[src/rtl/i2f_pkg.sv]
// Shared types and constants for the int -> binary32 conversion pipeline.
package i2f_pkg;

  localparam int unsigned EXP_BIAS = 127;
  localparam int unsigned EXP_TOP  = EXP_BIAS + 31;
  localparam int unsigned FRAC_W   = 23;

  typedef struct packed {
    logic        v;
    logic        sign;
    logic [31:0] mag;
  } s1_t;

  typedef struct packed {
    logic        v;
    logic        sign;
    logic        zflag;
    logic [7:0]  exp;
    logic [31:0] norm;
  } s2_t;

  // Biased exponent of a magnitude whose leading one sits at bit (31 - lz).
  function automatic logic [7:0] norm_exp(input logic [4:0] lz);
    return 8'(EXP_TOP) - {3'b000, lz};
  endfunction

endpackage

[src/rtl/i2f_pipe_clz.sv]
// 32-bit leading-zero counter; o_lz is don't-care when o_zero is set.
module i2f_pipe_clz (
  input  logic [31:0] i_data,
  output logic [4:0]  o_lz,
  output logic        o_zero
);

  // Ascending scan: the highest set bit writes last and wins.
  always_comb begin
    o_lz = 5'd0;
    for (int i = 0; i < 32; i++) begin
      if (i_data[i]) o_lz = 5'(31 - i);
    end
  end

  assign o_zero = ~|i_data;

endmodule

[src/rtl/i2f_pipe.sv]
// Three-stage integer -> binary32 converter (round-to-nearest-even) with
// a single global advance enable shared by every stage.
module i2f_pipe
  import i2f_pkg::*;
#(
  parameter bit SIGNED = 1'b1
) (
  input  logic        clk,
  input  logic        rst_n,
  input  logic        in_valid,
  output logic        in_ready,
  input  logic [31:0] in_data,
  output logic        out_valid,
  input  logic        out_ready,
  output logic [31:0] out_data,
  output logic        out_inexact
);

  logic        w_en;
  s1_t         w_s1_d, r_s1;
  s2_t         w_s2_d, r_s2;
  logic [4:0]  w_lz;
  logic        w_zero;
  logic [FRAC_W-1:0] w_frac;
  logic        w_guard, w_sticky, w_round_up;
  logic [23:0] w_sum;
  logic [7:0]  w_exp;
  logic [31:0] w_result;
  logic        w_inexact;
  logic        w_unused;
  logic        r_out_valid;
  logic [31:0] r_out_data;
  logic        r_out_inexact;

  assign w_en     = ~r_out_valid | out_ready;
  assign in_ready = w_en;

  // S1: sign/magnitude split; -0x80000000 wraps back to 0x80000000, which is the right magnitude.
  always_comb begin
    w_s1_d.v    = in_valid;
    w_s1_d.sign = SIGNED & in_data[31];
    w_s1_d.mag  = w_s1_d.sign ? (~in_data + 32'd1) : in_data;
  end

  always_ff @(posedge clk or negedge rst_n) begin
    if (!rst_n) begin
      r_s1 <= '0;
    end else if (w_en) begin
      r_s1 <= w_s1_d;
    end
  end

  // S2: normalise so the leading one lands on bit 31.
  i2f_pipe_clz u_clz (
    .i_data (r_s1.mag),
    .o_lz   (w_lz),
    .o_zero (w_zero)
  );

  always_comb begin
    w_s2_d.v     = r_s1.v;
    w_s2_d.sign  = r_s1.sign;
    w_s2_d.zflag = w_zero;
    w_s2_d.exp   = norm_exp(w_lz);
    w_s2_d.norm  = r_s1.mag << w_lz;
  end

  always_ff @(posedge clk or negedge rst_n) begin
    if (!rst_n) begin
      r_s2 <= '0;
    end else if (w_en) begin
      r_s2 <= w_s2_d;
    end
  end

  // S3: round to nearest even and pack; bit 31 of norm is the implicit one.
  assign w_unused   = r_s2.norm[31];
  assign w_frac     = r_s2.norm[30 -: FRAC_W];
  assign w_guard    = r_s2.norm[7];
  assign w_sticky   = |r_s2.norm[6:0];
  assign w_round_up = w_guard & (w_sticky | w_frac[0]);
  assign w_sum      = {1'b0, w_frac} + 24'(w_round_up);
  // On mantissa carry w_sum[22:0] is already zero; only the exponent bumps.
  assign w_exp      = r_s2.exp + 8'(w_sum[23]);
  assign w_result   = r_s2.zflag ? 32'h0 : {r_s2.sign, w_exp, w_sum[FRAC_W-1:0]};
  assign w_inexact  = ~r_s2.zflag & (w_guard | w_sticky);

  always_ff @(posedge clk or negedge rst_n) begin
    if (!rst_n) begin
      r_out_valid   <= 1'b0;
      r_out_data    <= 32'h0;
      r_out_inexact <= 1'b0;
    end else if (w_en) begin
      r_out_valid   <= r_s2.v;
      r_out_data    <= w_result;
      r_out_inexact <= w_inexact;
    end
  end

  assign out_valid   = r_out_valid;
  assign out_data    = r_out_data;
  assign out_inexact = r_out_inexact;

endmodule

[config.mk]
export PLATFORM = sky130hd
export DESIGN_NAME = i2f_pipe
export DESIGN_NICKNAME = d
export VERILOG_FILES = /design/src/rtl/i2f_pkg.sv /design/src/rtl/i2f_pipe_clz.sv /design/src/rtl/i2f_pipe.sv
export SDC_FILE = /design/constraint.sdc
export NUM_CORES = 1
export LEC_CHECK = 0
export CORE_MARGIN = 1
export CORE_UTILIZATION = 63
export DETAILED_ROUTE_END_ITERATION = 16
export GPL_TIMING_DRIVEN = 0
export PLACE_DENSITY = 0.87
export SYNTH_ARGS = -nofsm -noshare
export SYNTH_HDL_FRONTEND = slang
export SYNTH_SLANG_ARGS = --single-unit
[constraint.sdc]
create_clock -name clk -period 6 [get_ports clk]
set_input_delay 0.6 -clock clk [delete_from_list [all_inputs] [get_ports clk]]
set_output_delay 0.6 -clock clk [all_outputs]
set_load 0.05 [all_outputs]
# After elaboration in Yosys (flattened, before gate mapping)
# Index checks and enable logic that the tools add are counted.
dict set report totals {
  register_bits 110
  in_bits 36
  output_inout_bits 35
  wordCells 61
}
dict set report classes {
  n_addsub 4
  shift 1
  muxes 34
  bitwise_logic 8
  n_reduce_logical 3
}
# op n
set ops {}
lappend ops {{2-to-1 mux 5 bit} 32}
lappend ops {{2-to-1 mux 32 bit} 2}
lappend ops {{adder 32 x 1 -> 32 bit (second input constant)} 1}
lappend ops {{inverter 32 bit} 1}
lappend ops {{OR reduction 32 bit} 1}
lappend ops {{left shift 32 x 5 -> 31 bit} 1}
lappend ops {{adder 23 x 1 -> 24 bit} 1}
lappend ops {{adder 8 x 1 -> 8 bit} 1}
lappend ops {{subtractor 8 x 5 -> 8 bit (first input constant)} 1}
lappend ops {{OR reduction 7 bit} 1}
lappend ops {{OR 1 bit} 3}
lappend ops {{bitwise AND 1 bit} 2}
lappend ops {{inverter 1 bit} 2}
lappend ops {{zero test 1 bit} 1}

# Logic depth before layout (Yosys ltp)
# Gate-level depths: netlist of run 1.
dict set report depth {
  word_depth 33
  mapped_depth 14
  depth_no_buf 14
}

# Modules after synthesis
# From an unflattened synthesis of run 1, not the netlist that was laid out.
dict set report unflattened {
  cells_unflattened 759
  hier_area_um2 7163.1
}
# mod n_inst cells_each area_each_um2 seq_area_each_um2
set by_module_without_submodules {}
lappend by_module_without_submodules {i2f_pipe 1 690 6782.8 2752.6}
lappend by_module_without_submodules {i2f_pipe_clz 1 69 380.4 0.0}

# Worst setup path after synthesis of run 1
# No wires, ideal clock.
dict set report synth_timing {
  kind {input port to flip-flop}
  from {input port in_data[8]}
  to {register r_s1[29] (netlist bit)}
  setup_time_ps 121
  arrival_time_ps 3373
  required_ps 5879
  slack_ps 2506
  cell_stages 8
  n_path_buf 0
  path_cell_list {or4_4 or4_4 or4_1 or4_4 or4_4 o41ai_2 xor2_1 o21ai_1}
}
dict set report synth_via {
  elab_chain_len 3
}
# element line
set synth_rtl {}
lappend synth_rtl {{start, declared} i2f_pipe.sv:12} ;# input logic [31:0] in_data,
lappend synth_rtl {{inverter 32 bit} i2f_pipe.sv:42} ;# w_s1_d.mag = w_s1_d.sign ? (~in_data + 32'd1) : in_data;
lappend synth_rtl {{adder 32 x 1 -> 32 bit} i2f_pipe.sv:42}
lappend synth_rtl {{2-to-1 mux 32 bit} i2f_pipe.sv:42}
lappend synth_rtl {{end signal, assigned} i2f_pipe.sv:49} ;# r_s1 <= w_s1_d;
lappend synth_rtl {{end, declared} i2f_pipe.sv:20} ;# s1_t w_s1_d, r_s1;
# No other way between the ends.
# A chain may end at the register's enable or synchronous reset.

# Final worst setup path of run 1
dict set report layout_timing {
  from {register r_s1[8] (netlist bit)}
  to {register r_s2[20] (netlist bit)}
}
dict set report layout_via {
  elab_chain_len 25
}
# element line
set layout_rtl {}
lappend layout_rtl {{2-to-1 mux 5 bit (24 in series)} i2f_pipe_clz.sv:12} ;# if (i_data[i]) o_lz = 5'(31 - i);
lappend layout_rtl {{left shift 32 x 5 -> 31 bit (*)} i2f_pipe.sv:65} ;# w_s2_d.norm = r_s1.mag << w_lz;
lappend layout_rtl {{end signal, assigned} i2f_pipe.sv:72} ;# r_s2 <= w_s2_d;
lappend layout_rtl {{end, declared} i2f_pipe.sv:21} ;# s2_t w_s2_d, r_s2;
# Every way passes the cells marked *; elsewhere a longest branch is shown, timed or not.

==> impl_metrics.py, run 1 <==
metrics = {
    "clocking": {
        "cts_tree": "done",
        "clockBufferDepth": 2,
        "clock_sinks": 110,
        "ctsHoldBuffers": 0,
        "cts_resized": 0,
        "root_buffer": "clkbuf_16",
        "numCtsBuffers": 9,
        "ctsHtreeMaxLevel": 3,
        "insertion_delay_ns": 0.38,
        "post-cts-setup-buffers": 0,
        "path_clk_slew_ns": 0.08,
    },
    "critical_path": {
        "cp-start-kind": "flop",
        "worst_r2r_endpoint": "r_s2[20]$_DFFE_PN0P_",
        "endpoint_kind": "flop",
        "reg2reg_slack_ns": 1.47,
        "crit_end": "r_s2[20]$_DFFE_PN0P_",
        "crit_type": "flop to flop",
        "critPathRequiredTime_ns": 6.29,
        "worst-r2r-cell-count": 11,
        "r2r-start": "r_s1[8]$_DFFE_PN0P_",
        "arrival_ns": 4.82,
        "crit_fanout": 10,
        "cp-startpoint": "r_s1[8]$_DFFE_PN0P_",
    },
    "synthesis": {
        "synth_cell_types": 69,
        "synth_nets": 881,
        "synth_area_sq_mm": 0.00718,
        "yosys_warnings": 0,
        "synth_flop_cell": "dfrtp_1",
        "ys_seq_area_share_pct": 38.4,
        "synth.avg_cell_area_sq_um": 8.54,
        "syn_inst": 840,
        "yosys_register_bits": 110,
        "synthArstFlopShare_pct": 100,
        "synth_edf_count": 0,
    },
    "power_and_ir_drop": {
        "pwr-share-seq_pct": 30.2,
        "irDropWorstVdd_mv": 0.506,
        "p_comb_share_pct": 55.4,
        "power.total_mw": 4.32,
        "switching_share_pct": 49.9,
        "power.density_mw_per_mm2": 515,
        "p_switching_mw": 2.15,
        "internal_power_mw": 2.16,
        "share_clk_of_total_power_pct": 14.4,
        "p_leak_nw": 3.35,
    },
    "sta": {
        "setup_violations": 0,
        "period_minus_slack_ns": 4.53,
        "post-route-period-util_pct": 75.5,
        "rsz0062_at_grt": "false",
        "whs_ns": 0.272,
        "worst_pin_slew_ns": 1.22,
        "hold_violations": 0,
        "slew_violations": 0,
        "worst_slack_ns": 1.47,
        "slew_headroom_pct": 18.3,
        "fin_setup_tns_ns": 0,
        "fin_skew_ns": 0.0105,
        "max_freq_mhz": 221,
    },
    "routing": {
        "antenna_left": 0,
        "drt-total-wl_mm": 23.5,
        "wire_per_inst_um": 22.0,
        "drt-vias-per-instance": 6.90,
        "first_iter_violations": 915,
        "drtPass1Iterations": 6,
        "drc": 0,
        "num_vias": 7361,
    },
    "grt": {
        "antenna_found_initial": 0,
        "grt_overflow": 0,
        "grtUsageTotal_pct": 41.9,
        "grt_pass1_wl_mm": 37.5,
        "grt_pass1_vias": 7231,
        "grt_max_degree": 58,
    },
    "placement": {
        "hpwl_mm": 17.6,
        "placed_area_sq_mm": 0.00808,
        "port_buffers": 70,
        "finalWeightedCongestion": 1.01,
        "numPlacedInstances": 1051,
        "place_ws_ns": 1.72,
    },
    "final_layout": {
        "nets": 963,
        "layout_commonest_cell": "nand2_1",
        "utilization_pct": 76.2,
        "fill_cells": 713,
        "syn2layout_area_growth_pct": 16.7,
        "multi_input_area_sq_mm": 0.00413,
        "finalInstanceArea_sq_mm": 0.00837,
        "drive_gt1_share_pct": 5.39,
        "n_antenna_cell": 0,
        "most-common-layout-cells": "147 x nand2_1, 110 x dfrtp_1, 97 x o21ai_0",
        "final_cell_count_no_fill": 1067,
        "regArea_sq_mm": 0.00275,
    },
    "worst_hold_path": {
        "worstHoldPathType": "input pin to async pin",
    },
    "die": {
        "rows": 38,
        "core_sq_mm": 0.0110,
        "die_w_um": 109,
        "initial_core_util_pct": 65.3,
        "ios": 71,
        "dieArea_sq_mm": 0.0118,
        "die_y_um": 109,
    },
    "flow_run": {
        "maxCapViolCount": 0,
    },
    "status": {
        "run_status": "completed",
    },
}
==> cells in the mapped netlist (7+ instances only) <==
| cell type | n | share of area, % |
|---|---|---|
| nand2_1 | 147 | 7.7 |
| dfrtp_1 | 110 | 38 |
| o21ai_0 | 97 | 6.8 |
| nor2_1 | 58 | 3.0 |
| clkbuf_1 | 48 | 2.5 |
| xor2_1 | 47 | 5.7 |
| mux2i_1 | 24 | 3.3 |
| nand3_1 | 21 | 1.5 |
| o31ai_1 | 17 | 1.8 |
| a21oi_1 | 15 | 1.0 |
| inv_1 | 14 | 0.73 |
| nor3_1 | 12 | 0.84 |
| xnor2_1 | 12 | 1.5 |
| nand4_1 | 11 | 0.96 |
| mux2_2 | 10 | 1.6 |
| nor4_1 | 10 | 0.87 |
| o211ai_1 | 9 | 0.94 |
| and3_1 | 8 | 0.70 |
| nand2b_1 | 7 | 0.61 |
| o221ai_1 | 7 | 0.85 |
==> cell type report <==
| type | instances | share of cell area, % |
|---|---|---|
| Sequential cell | 110 | 32.9 |
| Tap cell | 140 | 2.09 |
| Buffer | 57 | 2.84 |
| Inverter | 14 | 0.628 |
| Clock buffer | 9 | 2.69 |
| Multi-Input combinational cell | 659 | 49.4 |
| Clock inverter | 7 | 0.867 |
| Timing Repair Buffer | 71 | 8.67 |
==> registers in the layout, summed over array words and instances, names as in the netlist <==
register	count
r_s2	42
r_s1	34
out_inexact	1
out_valid	1
out_data	32
==> critical path, stage by stage, from the launching register on <==
cell	delay (ns)
dfrtp_1	0.37
clkbuf_1	0.19
nor4_1	0.32
o31ai_1	0.12
a2111oi_0	0.78
o21a_1	0.26
clkbuf_1	0.40
clkbuf_1	0.53
nand2_1	0.29
o32ai_1	0.74
a221oi_1	0.24
o22ai_1	0.18
==> metal layers <==
| metal | up-vias | part of all wire [%] | GRT usage (%) |
|---|---|---|---|
| li1 | 3245 | - | - |
| met1 | 3586 | 39 | 49.1 |
| met2 | 439 | 49 | 71.2 |
| met3 | 91 | 7.6 | 8.01 |
| met4 | 0 | 5.1 | 25.4 |
| met5 | - | 0 | 0 |
==> cells by family (layout without fill, tap and decap cells) <==
family / count (synthesis) / count (layout) / synth area share (%)
mux: 38 / 38 / 6.17
buf+inv: 71 / 158 / 4.05
simple gates: 319 / 319 / 20.9
fa+ha+maj: 5 / 5 / 0.872
compound gates: 238 / 238 / 22.4
xor+xnor: 59 / 59 / 7.20
flops: 110 / 110 / 38.4
==> how the worst min path moves through the flow <==
stage / start / to / slack [ns] / cells after the start
5_1_grt: rst_n / out_data[28]$_DFFE_PN0P_ / 0.35 / 1
3_3_place_gp: r_s2[42]$_DFFE_PN0P_ / r_s2[42]$_DFFE_PN0P_ / 0.44 / 2
2_1_floorplan: rst_n / out_data[0]$_DFFE_PN0P_ / 0.30 / 0
6_report: rst_n / out_data[26]$_DFFE_PN0P_ / 0.27 / 1
4_1_cts: rst_n / out_data[26]$_DFFE_PN0P_ / 0.30 / 1
3_5_place_dp: r_s2[42]$_DFFE_PN0P_ / r_s2[42]$_DFFE_PN0P_ / 0.46 / 2
==> power by group through the flow <==
stage	registers, mW	logic, mW	clock network (mW)
global placement	1.28	2.27	0
detailed placement	1.30	2.31	0
finish	1.30	2.39	0.620
floorplan	1.57	1.26	0
global route	1.33	2.55	0.641
CTS	1.29	2.33	0.614
No activity file was read; power rests on OpenSTA's default activity.
==> inputs of run 2 (changes only) <==
Settings changed: CORE_UTILIZATION 63 to 53, PLACE_DENSITY 0.87 to 0.78.
Clock period 6 ns to 3.9 ns, I/O delays scaled along.
==> run 2 against run 1 <==
Net effect: non-clock buffer count is the same; first-iteration DRC count shrank 28%; die area grew 18%; sequential power grew 52%; core utilization shrank 12 points; critical path type unchanged; highest routed layer unchanged.
==> impl_metrics.py, run 2 (same netlist as run 1, synthesis figures left out) <==
metrics = {
    "status": {
        "run_status": "completed",
    },
    "grt": {
        "grt_max_degree": 62,
        "grt_pass1_wl_mm": 35.1,
        "grt_pass1_vias": 6375,
        "grt_overflow": 0,
        "grtUsageTotal_pct": 32.6,
        "antenna_found_initial": 0,
    },
    "sta": {
        "max_freq_mhz": 265,
        "hold_violations": 0,
        "post-route-period-util_pct": 96.9,
        "period_minus_slack_ns": 3.78,
        "worst_pin_slew_ns": 1.11,
        "fin_skew_ns": 0.00850,
        "slew_headroom_pct": 25.6,
        "whs_ns": 0.0634,
        "worst_slack_ns": 0.120,
        "setup_violations": 0,
        "slew_violations": 0,
        "rsz0062_at_grt": "false",
        "fin_setup_tns_ns": 0,
    },
    "final_layout": {
        "nets": 963,
        "largest_reg_flops": 42,
        "fill_cells": 1182,
        "n_antenna_cell": 0,
        "most-common-layout-cells": "147 x nand2_1, 110 x dfrtp_1, 96 x o21ai_0",
        "layout_commonest_cell": "nand2_1",
        "syn2layout_area_growth_pct": 18.5,
        "drive_gt1_share_pct": 6.80,
        "top_register": "r_s2",
    },
    "power_and_ir_drop": {
        "internal_power_mw": 3.48,
        "pwr-share-seq_pct": 29.6,
        "p_comb_share_pct": 55.3,
        "switching_share_pct": 48.1,
        "power.density_mw_per_mm2": 788,
        "share_clk_of_total_power_pct": 15.1,
        "p_switching_mw": 3.22,
        "p_leak_nw": 3.39,
        "irDropWorstVdd_mv": 0.287,
    },
    "routing": {
        "num_vias": 6859,
        "drc": 0,
        "first_iter_violations": 657,
        "drtPass1Iterations": 6,
        "wire_per_inst_um": 20.0,
        "drt-vias-per-instance": 6.22,
        "antenna_left": 0,
        "drt-total-wl_mm": 22.1,
    },
    "die": {
        "ios": 71,
        "die_w_um": 118,
        "initial_core_util_pct": 54.2,
        "dieArea_sq_mm": 0.0140,
        "rows": 42,
        "core_sq_mm": 0.0132,
        "die_y_um": 118,
    },
    "placement": {
        "port_buffers": 70,
        "hpwl_mm": 16.9,
        "finalWeightedCongestion": 1.00,
        "place_ws_ns": -0.419,
    },
    "clocking": {
        "clockBufferDepth": 2,
        "clock_sinks": 110,
        "insertion_delay_ns": 0.36,
        "path_clk_slew_ns": 0.07,
        "cts_tree": "done",
        "numCtsBuffers": 9,
        "post-cts-setup-buffers": 0,
        "ctsHoldBuffers": 0,
        "ctsHtreeMaxLevel": 3,
        "root_buffer": "clkbuf_16",
    },
    "critical_path": {
        "crit_chain": "clkbuf_1, nor3b_1, nor4b_1, o31ai_1, nand2b_1, nor2_2, mux4_2, a22oi_1, o21ai_0, a211o_1",
        "cp_num_cells": 10,
        "worst_r2r_endpoint": "r_s2[23]$_DFFE_PN0P_",
        "endpoint_kind": "flop",
        "worst-r2r-cell-count": 10,
        "crit_end": "r_s2[23]$_DFFE_PN0P_",
        "crit_fanout": 9,
        "critPathSlowestCell": "mux4_2",
        "reg2reg_slack_ns": 0.12,
        "critPathRequiredTime_ns": 4.14,
        "critPathTopFamily": "simple AND/OR/NAND/NOR gates",
        "arrival_ns": 4.02,
        "cp-start-kind": "flop",
        "r2r-start": "r_s1[20]$_DFFE_PN0P_",
        "cpPeakStageDelay_ns": 0.64,
        "cp-startpoint": "r_s1[20]$_DFFE_PN0P_",
        "path_buf_inv": 1,
        "crit_type": "flop to flop",
    },
    "worst_hold_path": {
        "worstHoldPathType": "input pin to async pin",
    },
    "flow_run": {
        "maxCapViolCount": 0,
    },
}
## run 2: cell types whose count changed in the layout (fill, tap and decap cells not counted), moves of 2 or more
cell,previous run,this run
bufinv_16,0,2
o32ai_1,3,1
clkbuf_2,0,5
o32ai_2,0,2
inv_8,2,0
clkbuf_1,48,44
## run 2: worst min-delay path by stage
stage                                    start                  endpoint  slack, ns  depth (start not counted)
after floorplan                          rst_n   out_data[0]$_DFFE_PN0P_       0.09                          0
after global placement    r_s2[42]$_DFFE_PN0P_      r_s2[42]$_DFFE_PN0P_       0.44                          2
after detailed placement  r_s2[42]$_DFFE_PN0P_      r_s2[42]$_DFFE_PN0P_       0.45                          2
after CTS                                rst_n  out_data[29]$_DFFE_PN0P_       0.08                          1
after global routing                     rst_n      r_s2[34]$_DFFE_PN0P_       0.11                          1
final                                    rst_n      r_s2[20]$_DFFE_PN0P_       0.06                          1
## run 2: through the flow
stage / total power, mW / cells / instance area (sq um) / utilization, %
global route: 7.02 / 1102 / 8500 / 64.2
global placement: 5.52 / 1086 / 8100 / 61.1
floorplan: 4.35 / 840 / 7180 / -
CTS: 6.58 / 1102 / 8460 / 63.9
detailed placement: 5.54 / 1087 / 8120 / 61.3
finish: 6.70 / 1102 / 8500 / 64.2
## run 2: routing by layer
layer | part of all wire, % | up-vias | global-route usage [%]
li1 | - | 3241 | -
met1 | 41 | 3221 | 41.5
met2 | 48 | 344 | 54.6
met3 | 6.2 | 53 | 3.62
met4 | 4.5 | 0 | 17.1
met5 | 0 | - | 0
## run 2: power groups by stage
stage	clock (mW)	sequential [mW]	combinational (mW)
3_3_place_gp	0	1.97	3.55
2_1_floorplan	0	2.41	1.93
4_1_cts	1.02	1.97	3.59
6_report	1.01	1.98	3.70
3_5_place_dp	0	1.99	3.56
5_1_grt	1.06	2.03	3.92
## run 2: cell type report
cell class                 instances  area (sq um)  area share, %
clock inverter                     4          77.6          0.912
tap                              176           220           2.59
clock buffer                      11           243           2.85
inverter                          14          52.6          0.618
sequential                       110          2750           32.4
buffer                            57           245           2.88
timing repair buffer              71           726           8.53
multi-input combinational        659          4190           49.2
## run 2: what timing repair did
item,4_1_cts,5_1_grt
gates cloned,0,0
gates resized for setup,5,16
endpoints found under the hold margin,0,0
setup endpoints to repair,14,20
==> inputs of run 3 (changes only) <==
Settings changed: RECOVER_POWER from default to 50.
==> run 3 against run 2 <==
Net effect: the run now ends with max-capacitance violations, max-slew violations left; register-to-register slack better by 0.02 ns; global-route usage unchanged; via count up 0.15%; sequential cell count is the same; largest power group unchanged; highest routed layer unchanged.
==> impl_metrics.py, run 3 (same netlist as run 1, synthesis figures left out) <==
metrics = {
    "status": {
        "run_status": "complete, but fails checks",
        "violations": "max-capacitance violations, max-slew violations",
    },
    "clocking": {
        "root_buffer": "clkbuf_16",
        "cts_tree": "done",
        "ctsHtreeMaxLevel": 3,
        "clockBufferDepth": 2,
        "insertion_delay_ns": 0.36,
        "ctsHoldBuffers": 0,
        "path_clk_slew_ns": 0.07,
        "numCtsBuffers": 9,
        "clock_sinks": 110,
        "post-cts-setup-buffers": 0,
    },
    "worst_hold_path": {
        "worstHoldPathType": "flop to flop",
    },
    "grt": {
        "groute.layer.met2.usage_pct": 54.6,
        "met1_usage_pct": 41.5,
        "grtUsageTotal_pct": 32.6,
        "gr-usage-met3_pct": 3.62,
        "grt_pass1_wl_mm": 35.1,
        "antenna_found_initial": 0,
        "grt.busiest_layer": "met2",
        "grt_pass1_vias": 6375,
        "grt_max_degree": 62,
        "grt_overflow": 0,
    },
    "sta": {
        "setup_violations": 0,
        "hold_violations": 0,
        "max_freq_mhz": 266,
        "whs_ns": 0.459,
        "post-route-period-util_pct": 96.3,
        "fin_skew_ns": 0.00823,
        "period_minus_slack_ns": 3.76,
        "slew_violations": 50,
        "worst_pin_slew_ns": 2.77,
        "rsz0062_at_grt": "false",
        "slew_headroom_pct": -84.5,
        "worst_slack_ns": 0.143,
        "fin_setup_tns_ns": 0,
    },
    "die": {
        "dieArea_sq_mm": 0.0140,
        "ios": 71,
        "initial_core_util_pct": 54.2,
        "core_sq_mm": 0.0132,
        "rows": 42,
        "die_w_um": 118,
        "die_y_um": 118,
    },
    "routing": {
        "drc": 0,
        "antenna_left": 0,
        "drt-total-wl_mm": 22.1,
        "wire_per_inst_um": 20.0,
        "first_iter_violations": 657,
        "num_vias": 6869,
        "drt-vias-per-instance": 6.23,
        "drtPass1Iterations": 7,
    },
    "power_and_ir_drop": {
        "p_leak_nw": 3.41,
        "power.total_mw": 6.67,
        "irDropWorstVdd_mv": 0.287,
        "power.density_mw_per_mm2": 785,
    },
    "final_layout": {
        "layout_commonest_cell": "nand2_1",
        "utilization_pct": 64.2,
        "largest_reg_flops": 42,
        "final_cell_count_no_fill": 1102,
        "finalInstanceArea_sq_mm": 0.00850,
        "syn2layout_area_growth_pct": 18.4,
        "n_antenna_cell": 0,
        "most-common-layout-cells": "147 x nand2_1, 110 x dfrtp_1, 96 x o21ai_0",
        "drive_gt1_share_pct": 6.70,
        "top_register": "r_s2",
        "fill_cells": 1182,
        "nets": 963,
    },
    "placement": {
        "placed_area_sq_mm": 0.00812,
        "port_buffers": 70,
        "hpwl_mm": 16.9,
        "finalWeightedCongestion": 1.00,
        "place_ws_ns": -0.419,
        "numPlacedInstances": 1087,
    },
    "critical_path": {
        "path_buf_inv": 3,
        "crit_chain": "or4_1, o21ai_0, a21boi_0, o21ai_0, and2_1, clkbuf_1, clkbuf_1, clkbuf_2, nor2_1, a222oi_1, o221ai_1",
        "critPathSlowestCell": "or4_1",
        "arrival_ns": 3.98,
        "endpoint_kind": "flop",
        "cp-start-kind": "flop",
        "crit_fanout": 10,
        "cpPeakStageDelay_ns": 0.62,
        "crit_type": "flop to flop",
        "critPathRequiredTime_ns": 4.12,
        "critPathTopFamily": "buffers and inverters",
    },
    "flow_run": {
        "maxCapViolCount": 1,
    },
}
run 3: cell types whose count changed in the layout (fill, tap and decap cells not counted), sizes merged:
cell	change
clkdlybuf4s50	-17
dlygate4sd3	+17
buf	-1
clkbuf	+1
run 3: layout make-up:
class                   count  area (sq um)  share of cell area [%]
well taps                 176           220                    2.59
repair buffers             71           722                    8.49
flip-flops and latches    110          2750                    32.4
inverters                  14          52.6                   0.618
clock buffers              11           243                    2.86
multi-input cells         659          4190                    49.3
plain buffers              57           245                    2.89
clock inverters             4          77.6                   0.913
run 3: final timing paths:
| kind | from | slack, ns | cells after the start | to |
|---|---|---|---|---|
| min in group asynchronous | rst_n | 0.91 | 1 | r_s2[20]$_DFFE_PN0P_ |
| max in group asynchronous | rst_n | 1.42 | 1 | r_s1[2]$_DFFE_PN0P_ |
| min reg2reg | r_s2[42]$_DFFE_PN0P_ | 0.46 | 2 | r_s2[42]$_DFFE_PN0P_ |
| max | r_s1[7]$_DFFE_PN0P_ | 0.14 | 11 | r_s2[26]$_DFFE_PN0P_ |
| max reg2reg | r_s1[7]$_DFFE_PN0P_ | 0.14 | 11 | r_s2[26]$_DFFE_PN0P_ |
| min | r_s2[42]$_DFFE_PN0P_ | 0.46 | 2 | r_s2[42]$_DFFE_PN0P_ |
run 3: report_power, final:
part / leakage [nW] / switching (mW) / internal [mW] / total (mW)
Clock: 0.157 / 0.434 / 0.583 / 1.02
Sequential: 1.33 / 0.408 / 1.57 / 1.98
Combinational: 1.92 / 2.38 / 1.30 / 3.68
Total: 3.41 / 3.22 / 3.45 / 6.67
run 3: what timing repair did:
item	CTS	global route
resized for setup	5	16
pin swaps	0	0
endpoints found under the setup margin	14	20
run 3: worst register-to-register path, stage by stage, from the launching register on:
cell and delay, ns:
dfrtp_1 0.47, or4_1 0.62, o21ai_0 0.19, a21boi_0 0.13, o21ai_0 0.28, and2_1 0.16
clkbuf_1 0.38, clkbuf_1 0.47, clkbuf_2 0.35, nor2_1 0.13, a222oi_1 0.26, o221ai_1 0.18
run 3: routing by layer:
| metal | vias to the layer above | wire (um) |
|---|---|---|
| met5 | - | 0 |
| met4 | 0 | 992 |
| met3 | 50 | 1360 |
| met2 | 344 | 10700 |
| met1 | 3226 | 9010 |
| li1 | 3249 | - |
